File: src/rtl/reg_exec_seq.sv
// Execute sequencer beside the 8x16 register file: fetch two operands, compute,
// write the result back. One instruction every four cycles (longer for SHL).
module reg_exec_seq #(
    parameter int WIDTH = 16,
    parameter int AW    = 3
) (
    input  logic             clk,
    input  logic             reset,
    input  logic             instr_valid,
    output logic             instr_ready,
    input  logic [2:0]       instr_op,
    input  logic [AW-1:0]    instr_rd,
    input  logic [AW-1:0]    instr_rs1,
    input  logic [AW-1:0]    instr_rs2,
    output logic [AW-1:0]    rd_addr_a,
    output logic [AW-1:0]    rd_addr_b,
    input  logic [WIDTH-1:0] d_out_a,
    input  logic [WIDTH-1:0] d_out_b,
    output logic             wr,
    output logic [AW-1:0]    wr_addr,
    output logic [WIDTH-1:0] d_in,
    output logic             done,
    output logic             flag_z,
    output logic             flag_c
);

    typedef enum logic [1:0] {
        S_IDLE = 2'd0,
        S_READ = 2'd1,
        S_EXEC = 2'd2,
        S_WB   = 2'd3
    } state_t;

    localparam logic [2:0] OP_ADD = 3'd0;
    localparam logic [2:0] OP_SUB = 3'd1;
    localparam logic [2:0] OP_AND = 3'd2;
    localparam logic [2:0] OP_OR  = 3'd3;
    localparam logic [2:0] OP_XOR = 3'd4;
    localparam logic [2:0] OP_NOT = 3'd5;
    localparam logic [2:0] OP_SHL = 3'd6;
    localparam logic [2:0] OP_LDI = 3'd7;

    state_t            state_q, state_d;
    logic [2:0]        op_q, op_d;
    logic [AW-1:0]     rd_q, rd_d, rs1_q, rs1_d, rs2_q, rs2_d;
    logic [WIDTH-1:0]  opa_q, opa_d, opb_q, opb_d;
    logic [WIDTH-1:0]  result_q, result_d;
    logic              carry_q, carry_d;
    logic [3:0]        count_q, count_d;
    logic [AW-1:0]     rda_q, rda_d, rdb_q, rdb_d, wr_addr_q, wr_addr_d;
    logic [WIDTH-1:0]  d_in_q, d_in_d;
    logic              flag_z_q, flag_z_d, flag_c_q, flag_c_d;
    logic [WIDTH:0]    sum_s;

    assign sum_s = {1'b0, opa_q} + {1'b0, opb_q};

    // Next-state and datapath for the IDLE/READ/EXEC/WB sequence
    always_comb begin
        state_d   = state_q;
        op_d      = op_q;
        rd_d      = rd_q;
        rs1_d     = rs1_q;
        rs2_d     = rs2_q;
        opa_d     = opa_q;
        opb_d     = opb_q;
        result_d  = result_q;
        carry_d   = carry_q;
        count_d   = count_q;
        rda_d     = rda_q;
        rdb_d     = rdb_q;
        wr_addr_d = wr_addr_q;
        d_in_d    = d_in_q;
        flag_z_d  = flag_z_q;
        flag_c_d  = flag_c_q;
        case (state_q)
            S_IDLE: begin
                if (instr_valid) begin
                    op_d    = instr_op;
                    rd_d    = instr_rd;
                    rs1_d   = instr_rs1;
                    rs2_d   = instr_rs2;
                    rda_d   = instr_rs1;
                    rdb_d   = instr_rs2;
                    state_d = S_READ;
                end else begin
                    state_d = S_IDLE;
                end
            end
            S_READ: begin
                // Preload A and the shift count so SHL can iterate in place
                opa_d    = d_out_a;
                opb_d    = d_out_b;
                result_d = d_out_a;
                carry_d  = 1'b0;
                count_d  = d_out_b[3:0];
                state_d  = S_EXEC;
            end
            S_EXEC: begin
                state_d = S_WB;
                case (op_q)
                    OP_ADD: begin
                        result_d = sum_s[WIDTH-1:0];
                        carry_d  = sum_s[WIDTH];
                    end
                    OP_SUB: begin
                        result_d = opa_q - opb_q;
                        carry_d  = (opa_q < opb_q);
                    end
                    OP_AND: result_d = opa_q & opb_q;
                    OP_OR:  result_d = opa_q | opb_q;
                    OP_XOR: result_d = opa_q ^ opb_q;
                    OP_NOT: result_d = ~opa_q;
                    OP_SHL: begin
                        if (count_q != 4'd0) begin
                            result_d = {result_q[WIDTH-2:0], 1'b0};
                            carry_d  = result_q[WIDTH-1];
                            count_d  = count_q - 4'd1;
                            if (count_q == 4'd1) begin
                                state_d = S_WB;
                            end else begin
                                state_d = S_EXEC;
                            end
                        end else begin
                            result_d = result_q;
                        end
                    end
                    OP_LDI: result_d = {{(WIDTH-2*AW){1'b0}}, rs1_q, rs2_q};
                    default: result_d = result_q;
                endcase
                if (state_d == S_WB) begin
                    wr_addr_d = rd_q;
                    d_in_d    = result_d;
                end else begin
                    wr_addr_d = wr_addr_q;
                end
            end
            S_WB: begin
                flag_z_d = (d_in_q == {WIDTH{1'b0}});
                flag_c_d = carry_q;
                state_d  = S_IDLE;
            end
            default: state_d = S_IDLE;
        endcase
    end

    // State and datapath registers with synchronous reset
    always_ff @(posedge clk) begin
        if (reset) begin
            state_q   <= S_IDLE;
            op_q      <= 3'd0;
            rd_q      <= '0;
            rs1_q     <= '0;
            rs2_q     <= '0;
            opa_q     <= '0;
            opb_q     <= '0;
            result_q  <= '0;
            carry_q   <= 1'b0;
            count_q   <= 4'd0;
            rda_q     <= '0;
            rdb_q     <= '0;
            wr_addr_q <= '0;
            d_in_q    <= '0;
            flag_z_q  <= 1'b0;
            flag_c_q  <= 1'b0;
        end else begin
            state_q   <= state_d;
            op_q      <= op_d;
            rd_q      <= rd_d;
            rs1_q     <= rs1_d;
            rs2_q     <= rs2_d;
            opa_q     <= opa_d;
            opb_q     <= opb_d;
            result_q  <= result_d;
            carry_q   <= carry_d;
            count_q   <= count_d;
            rda_q     <= rda_d;
            rdb_q     <= rdb_d;
            wr_addr_q <= wr_addr_d;
            d_in_q    <= d_in_d;
            flag_z_q  <= flag_z_d;
            flag_c_q  <= flag_c_d;
        end
    end

    // Write strobe is masked by reset so an aborted instruction never lands
    assign instr_ready = (state_q == S_IDLE);
    assign wr          = (state_q == S_WB) & ~reset;
    assign done        = (state_q == S_WB) & ~reset;
    assign rd_addr_a   = rda_q;
    assign rd_addr_b   = rdb_q;
    assign wr_addr     = wr_addr_q;
    assign d_in        = d_in_q;
    assign flag_z      = flag_z_q;
    assign flag_c      = flag_c_q;

endmodule
File: config.mk
export PLATFORM = sky130hd
export DESIGN_NAME = reg_exec_seq
export DESIGN_NICKNAME = d
export VERILOG_FILES = /design/src/rtl/reg_exec_seq.sv
export SDC_FILE = /design/constraint.sdc
export NUM_CORES = 1
export LEC_CHECK = 0
export CAP_MARGIN = 20
export CELL_PAD_IN_SITES_DETAIL_PLACEMENT = 2
export CELL_PAD_IN_SITES_GLOBAL_PLACEMENT = 2
export CORE_MARGIN = 4
export CORE_UTILIZATION = 34
export DETAILED_ROUTE_END_ITERATION = 16
export PLACE_DENSITY_LB_ADDON = 0.1
export RECOVER_POWER = 100
export SETUP_SLACK_MARGIN = 0.1
export SLEW_MARGIN = 15
export SYNTH_ARGS = -nofsm -noshare
export SYNTH_HDL_FRONTEND = slang
export SYNTH_SLANG_ARGS = --single-unit
File: constraint.sdc
create_clock -name clk -period 2.77 [get_ports clk]
set_input_delay 0.554 -clock clk [delete_from_list [all_inputs] [get_ports clk]]
set_output_delay 0.554 -clock clk [all_outputs]
set_load 0.01 [all_outputs]
==> report_table.html <==
<table>
<tr><th>Metric</th><th>Value</th></tr>
<tr><th colspan="2">Outcome</th></tr>
<tr><td>Status</td><td>finished with violations</td></tr>
<tr><td>Failing checks</td><td>capacitance limit, slew limit</td></tr>
<tr><th colspan="2">Setup path</th></tr>
<tr><td>Classification of the worst setup path</td><td>reg -&gt; reg</td></tr>
<tr><td>Required time reported for the critical path endpoint</td><td>2.97 ns</td></tr>
<tr><td>Largest incremental delay on the critical path</td><td>0.41 ns</td></tr>
<tr><td>Critical path endpoint category</td><td>flip-flop</td></tr>
<tr><td>Maximum fanout along the worst path</td><td>3</td></tr>
<tr><td>Arrival @ worst endpoint</td><td>2.84 ns</td></tr>
<tr><td>List of cells traversed by the critical path</td><td>ha_4 &gt; inv_2 &gt; fa_2 &gt; nand2b_4 &gt; a211oi_4 &gt; nor2_4 &gt; o41ai_2 &gt; xnor2_1 &gt; a221oi_2 &gt; buf_4 &gt; a211oi_2</td></tr>
<tr><td>Slowest stage cell on the critical path</td><td>sky130_fd_sc_hd__fa_2</td></tr>
<tr><td>Startpoint class of the critical path</td><td>flip-flop</td></tr>
<tr><th colspan="2">Floorplanning</th></tr>
<tr><td>Die height</td><td>145.5 um</td></tr>
<tr><td>Total Die Area</td><td>21160 um2</td></tr>
<tr><td>Initial core utilization</td><td>34.46%</td></tr>
<tr><td>Area of the core region</td><td>18640 um2</td></tr>
<tr><td>Number of rows in the core area</td><td>50</td></tr>
<tr><td>I/O pins</td><td>77</td></tr>
<tr><td>Die extent in x</td><td>145.5 um</td></tr>
<tr><th colspan="2">Global route</th></tr>
<tr><td>Aggregate global routing overflow</td><td>0</td></tr>
<tr><td>Number of global-route vias before repair</td><td>7197</td></tr>
<tr><td>Routing usage on met1</td><td>29.88%</td></tr>
<tr><td>Global route hottest layer</td><td>met2</td></tr>
<tr><td>Met2 usage in global routing</td><td>46.62%</td></tr>
<tr><td>Pin count of the biggest net entering global routing</td><td>45</td></tr>
<tr><td>Global-route met3 utilization</td><td>3.675%</td></tr>
<tr><td>Wire length of the first global-routing pass</td><td>42710 um</td></tr>
<tr><td>Antenna violations before repair</td><td>0</td></tr>
<tr><td>Total routing usage reported by global routing</td><td>25.61%</td></tr>
<tr><th colspan="2">Timing</th></tr>
<tr><td>Relative slew slack</td><td>-2.117%</td></tr>
<tr><td>Number of slew-limit violations in the final report</td><td>17</td></tr>
<tr><td>Fin crit share</td><td>95.39%</td></tr>
<tr><td>Endpoints failing hold</td><td>0</td></tr>
<tr><td>Clock period minus final worst setup slack</td><td>2.642 ns</td></tr>
<tr><td>Worst Skew</td><td>0.01053 ns</td></tr>
<tr><td>Slew @ Worst Pin</td><td>1.532 ns</td></tr>
<tr><td>Total negative slack</td><td>0 ns</td></tr>
<tr><td>Final setup violation count</td><td>0</td></tr>
<tr><td>Unrepaired setup endpoints after global routing</td><td>yes</td></tr>
<tr><td>Setup WS post-layout</td><td>0.1276 ns</td></tr>
<tr><td>Top achievable clock speed</td><td>378.4 MHz</td></tr>
<tr><th colspan="2">Finish</th></tr>
<tr><td>Layout cells sized above 1</td><td>19.27%</td></tr>
<tr><td>Number of diodes</td><td>0</td></tr>
<tr><td>Synthesis-to-finish area growth</td><td>31.40%</td></tr>
<tr><td>Net total in the final layout</td><td>1028</td></tr>
<tr><th colspan="2">Routing</th></tr>
<tr><td>Wirelength per Cell</td><td>24.20 um</td></tr>
<tr><td>Aggregate routed wire length</td><td>28140 um</td></tr>
<tr><td>First drt pass iteration count</td><td>4</td></tr>
<tr><td>Post-route DRC violation count</td><td>0</td></tr>
<tr><td>Number of DRC violations after detailed-routing iteration 0</td><td>301</td></tr>
<tr><td>Routed vias/inst</td><td>5.698</td></tr>
<tr><td>Count of vias placed by the detailed router</td><td>6627</td></tr>
<tr><td>Remaining number of nets flagged by the antenna check after routing</td><td>0</td></tr>
<tr><th colspan="2">CTS</th></tr>
<tr><td>Sink count of the clock tree</td><td>88</td></tr>
<tr><td>CTS tree</td><td>yes</td></tr>
<tr><td>Clock latency of the later-clocked register in the worst-skew pair</td><td>0.36 ns</td></tr>
<tr><td>Clock buffer depth</td><td>2</td></tr>
<tr><td>Clock-pin slew of the registers on the worst-case setup and hold paths</td><td>0.07 ns</td></tr>
<tr><td>Number of buffers inserted during clock tree synthesis</td><td>9</td></tr>
<tr><td>H-tree level count</td><td>3</td></tr>
<tr><td>Clock tree root buffer cell</td><td>sky130_fd_sc_hd__clkbuf_16</td></tr>
<tr><th colspan="2">Logic synthesis</th></tr>
<tr><td>Number of unique standard cell types used by synthesis</td><td>78</td></tr>
<tr><td>Number of instances in the synthesized netlist</td><td>808</td></tr>
<tr><td>Synthesized net count</td><td>912</td></tr>
<tr><td>Mean instance size in the synthesized netlist</td><td>7.950 um2</td></tr>
<tr><td>Proportion of synthesized chip area in sequential cells</td><td>27.43%</td></tr>
<tr><td>Total of warnings raised by yosys</td><td>0</td></tr>
<tr><td>Proportion of register bits with asynchronous set or reset after synthesis</td><td>0%</td></tr>
<tr><td>EDFF count, synth</td><td>0</td></tr>
<tr><td>Cell with the most instances after synthesis</td><td>sky130_fd_sc_hd__nor2_1</td></tr>
<tr><td>Biggest area consumer among synthesized cells</td><td>sky130_fd_sc_hd__dfxtp_1</td></tr>
<tr><td>Portion of synthesized cell area occupied by the leading cell type</td><td>27.43%</td></tr>
<tr><td>Mapped cell area</td><td>6424 um2</td></tr>
<tr><td>Most common library cells after synthesis</td><td>90 x sky130_fd_sc_hd__nor2_1, 88 x sky130_fd_sc_hd__dfxtp_1, 63 x sky130_fd_sc_hd__nand2_1</td></tr>
<tr><td>Dominant cells by area after synthesis</td><td>sky130_fd_sc_hd__dfxtp_1 27%, sky130_fd_sc_hd__ha_1 11%, sky130_fd_sc_hd__mux2i_1 8.3%</td></tr>
<tr><td>Flip-flop cell with the highest count after synthesis</td><td>sky130_fd_sc_hd__dfxtp_1</td></tr>
<tr><td>Yosys reg bits</td><td>88</td></tr>
<tr><th colspan="2">Flow run</th></tr>
<tr><td>Number of maximum-capacitance constraint violations</td><td>1</td></tr>
<tr><th colspan="2">Power</th></tr>
<tr><td>Power density of the placed cells</td><td>572.6 nW/um2</td></tr>
<tr><td>Leakage power</td><td>3.304 nW</td></tr>
<tr><td>Peak supply drop</td><td>0.0002844 V</td></tr>
<tr><th colspan="2">Placement</th></tr>
<tr><td>Half-perimeter wire length of the detailed placement result</td><td>21480 um</td></tr>
<tr><td>Final Wtd Congestion</td><td>0.8743</td></tr>
<tr><td>Post-place setup slack</td><td>-0.1383 ns</td></tr>
<tr><td>Count of input and output buffers</td><td>76</td></tr>
<tr><th colspan="2">Worst hold path</th></tr>
<tr><td>Path class of the lowest-slack min-delay path</td><td>reg -&gt; reg</td></tr>
</table>
stage by stage:
step           instance area, um2  hold slack (ns)  power [mW]  std cells  utilization [%]
6_report                     8441           0.4590       4.833       1163            45.28
5_1_grt                      8441           0.4864       5.127       1163            45.28
4_1_cts                      8183           0.4671       4.752       1151            43.89
3_5_place_dp                 7765           0.4559       3.428       1132            41.65
3_3_place_gp                 7765           0.4418       3.362       1132            41.65
2_1_floorplan                6424           0.4321       2.633        808                -
critical path: cells and delay by family, from the launching register on:
kind,cells,cell delay [ns]
compound gates,4,0.93
buf+inv,2,0.22
fa+ha+maj,2,0.56
flops,1,0.39
xor+xnor,1,0.14
simple gates,2,0.26
what timing repair did:
action | CTS | global route
pin swaps | 7 | 19
resized for setup | 26 | 51
setup buffers | 3 | 12
setup endpoints to repair | 18 | 16
hold buffers | 0 | 0
layer usage:
metal  wire [um]  vias to the layer above
met5           0                        -
met4        1053                        0
met3         795                       47
met2       14980                      124
met1       11310                     3341
li1            -                     3115
layout make-up:
cell class                      count  area, um2
Multi-Input combinational cell    602       4471
Clock inverter                      6      55.05
Fill cell                        2073      10200
Inverter                           60      227.7
Clock buffer                       10      229.0
Tap cell                          234      292.8
Timing Repair Buffer              163       1385
Sequential cell                    88       1780
power breakdown:
part           switching [mW]  total, mW  internal, mW
Sequential              0.118       1.50          1.39
Clock                   0.621       1.24         0.624
Combinational            1.18       2.08         0.904
flip-flops by register name (all words and copies together) (netlist names), 4 cells and up:
register and cells:
d_in 16, result_q 16, opb_q 16, count_q 4, opa_q 16
cells by family after synthesis:
| logic type | count (synthesis) | synth area share [%] |
|---|---|---|
| xor+xnor | 15 | 2.045 |
| fa+ha+maj | 57 | 11.34 |
| compound gates | 236 | 25.40 |
| mux | 56 | 8.960 |
| simple gates | 238 | 17.32 |
| flops | 88 | 27.43 |
| buf+inv | 118 | 7.519 |
path summary, 6_finish.rpt:
path,startpoint,to,slack [ns],cells after the start
setup / recovery,opa_q[0],d_in[12],0.13,11
hold / removal,wr_addr[2],wr_addr[2],0.46,2
setup reg to reg,opa_q[0],d_in[12],0.13,11
hold reg to reg,wr_addr[2],wr_addr[2],0.46,2
cell usage in the layout (no fill, tap or decap), types with 12 or more instances in the layout:
master	netlist	final
sky130_fd_sc_hd__inv_1	55	51
sky130_fd_sc_hd__clkdlybuf4s50_1	0	45
sky130_fd_sc_hd__ha_1	55	42
sky130_fd_sc_hd__buf_4	2	78
sky130_fd_sc_hd__nand2_1	63	63
sky130_fd_sc_hd__a31oi_1	13	13
sky130_fd_sc_hd__dlygate4sd3_1	0	30
sky130_fd_sc_hd__mux2i_1	53	51
sky130_fd_sc_hd__o21ai_0	26	29
sky130_fd_sc_hd__nor2_1	90	87
sky130_fd_sc_hd__o22ai_1	22	22
sky130_fd_sc_hd__a21oi_1	54	51
sky130_fd_sc_hd__nor3_1	13	12
sky130_fd_sc_hd__dfxtp_1	88	77
sky130_fd_sc_hd__a211oi_1	20	14
sky130_fd_sc_hd__a221oi_1	14	15
No activity file was read; power rests on OpenSTA's default activity.
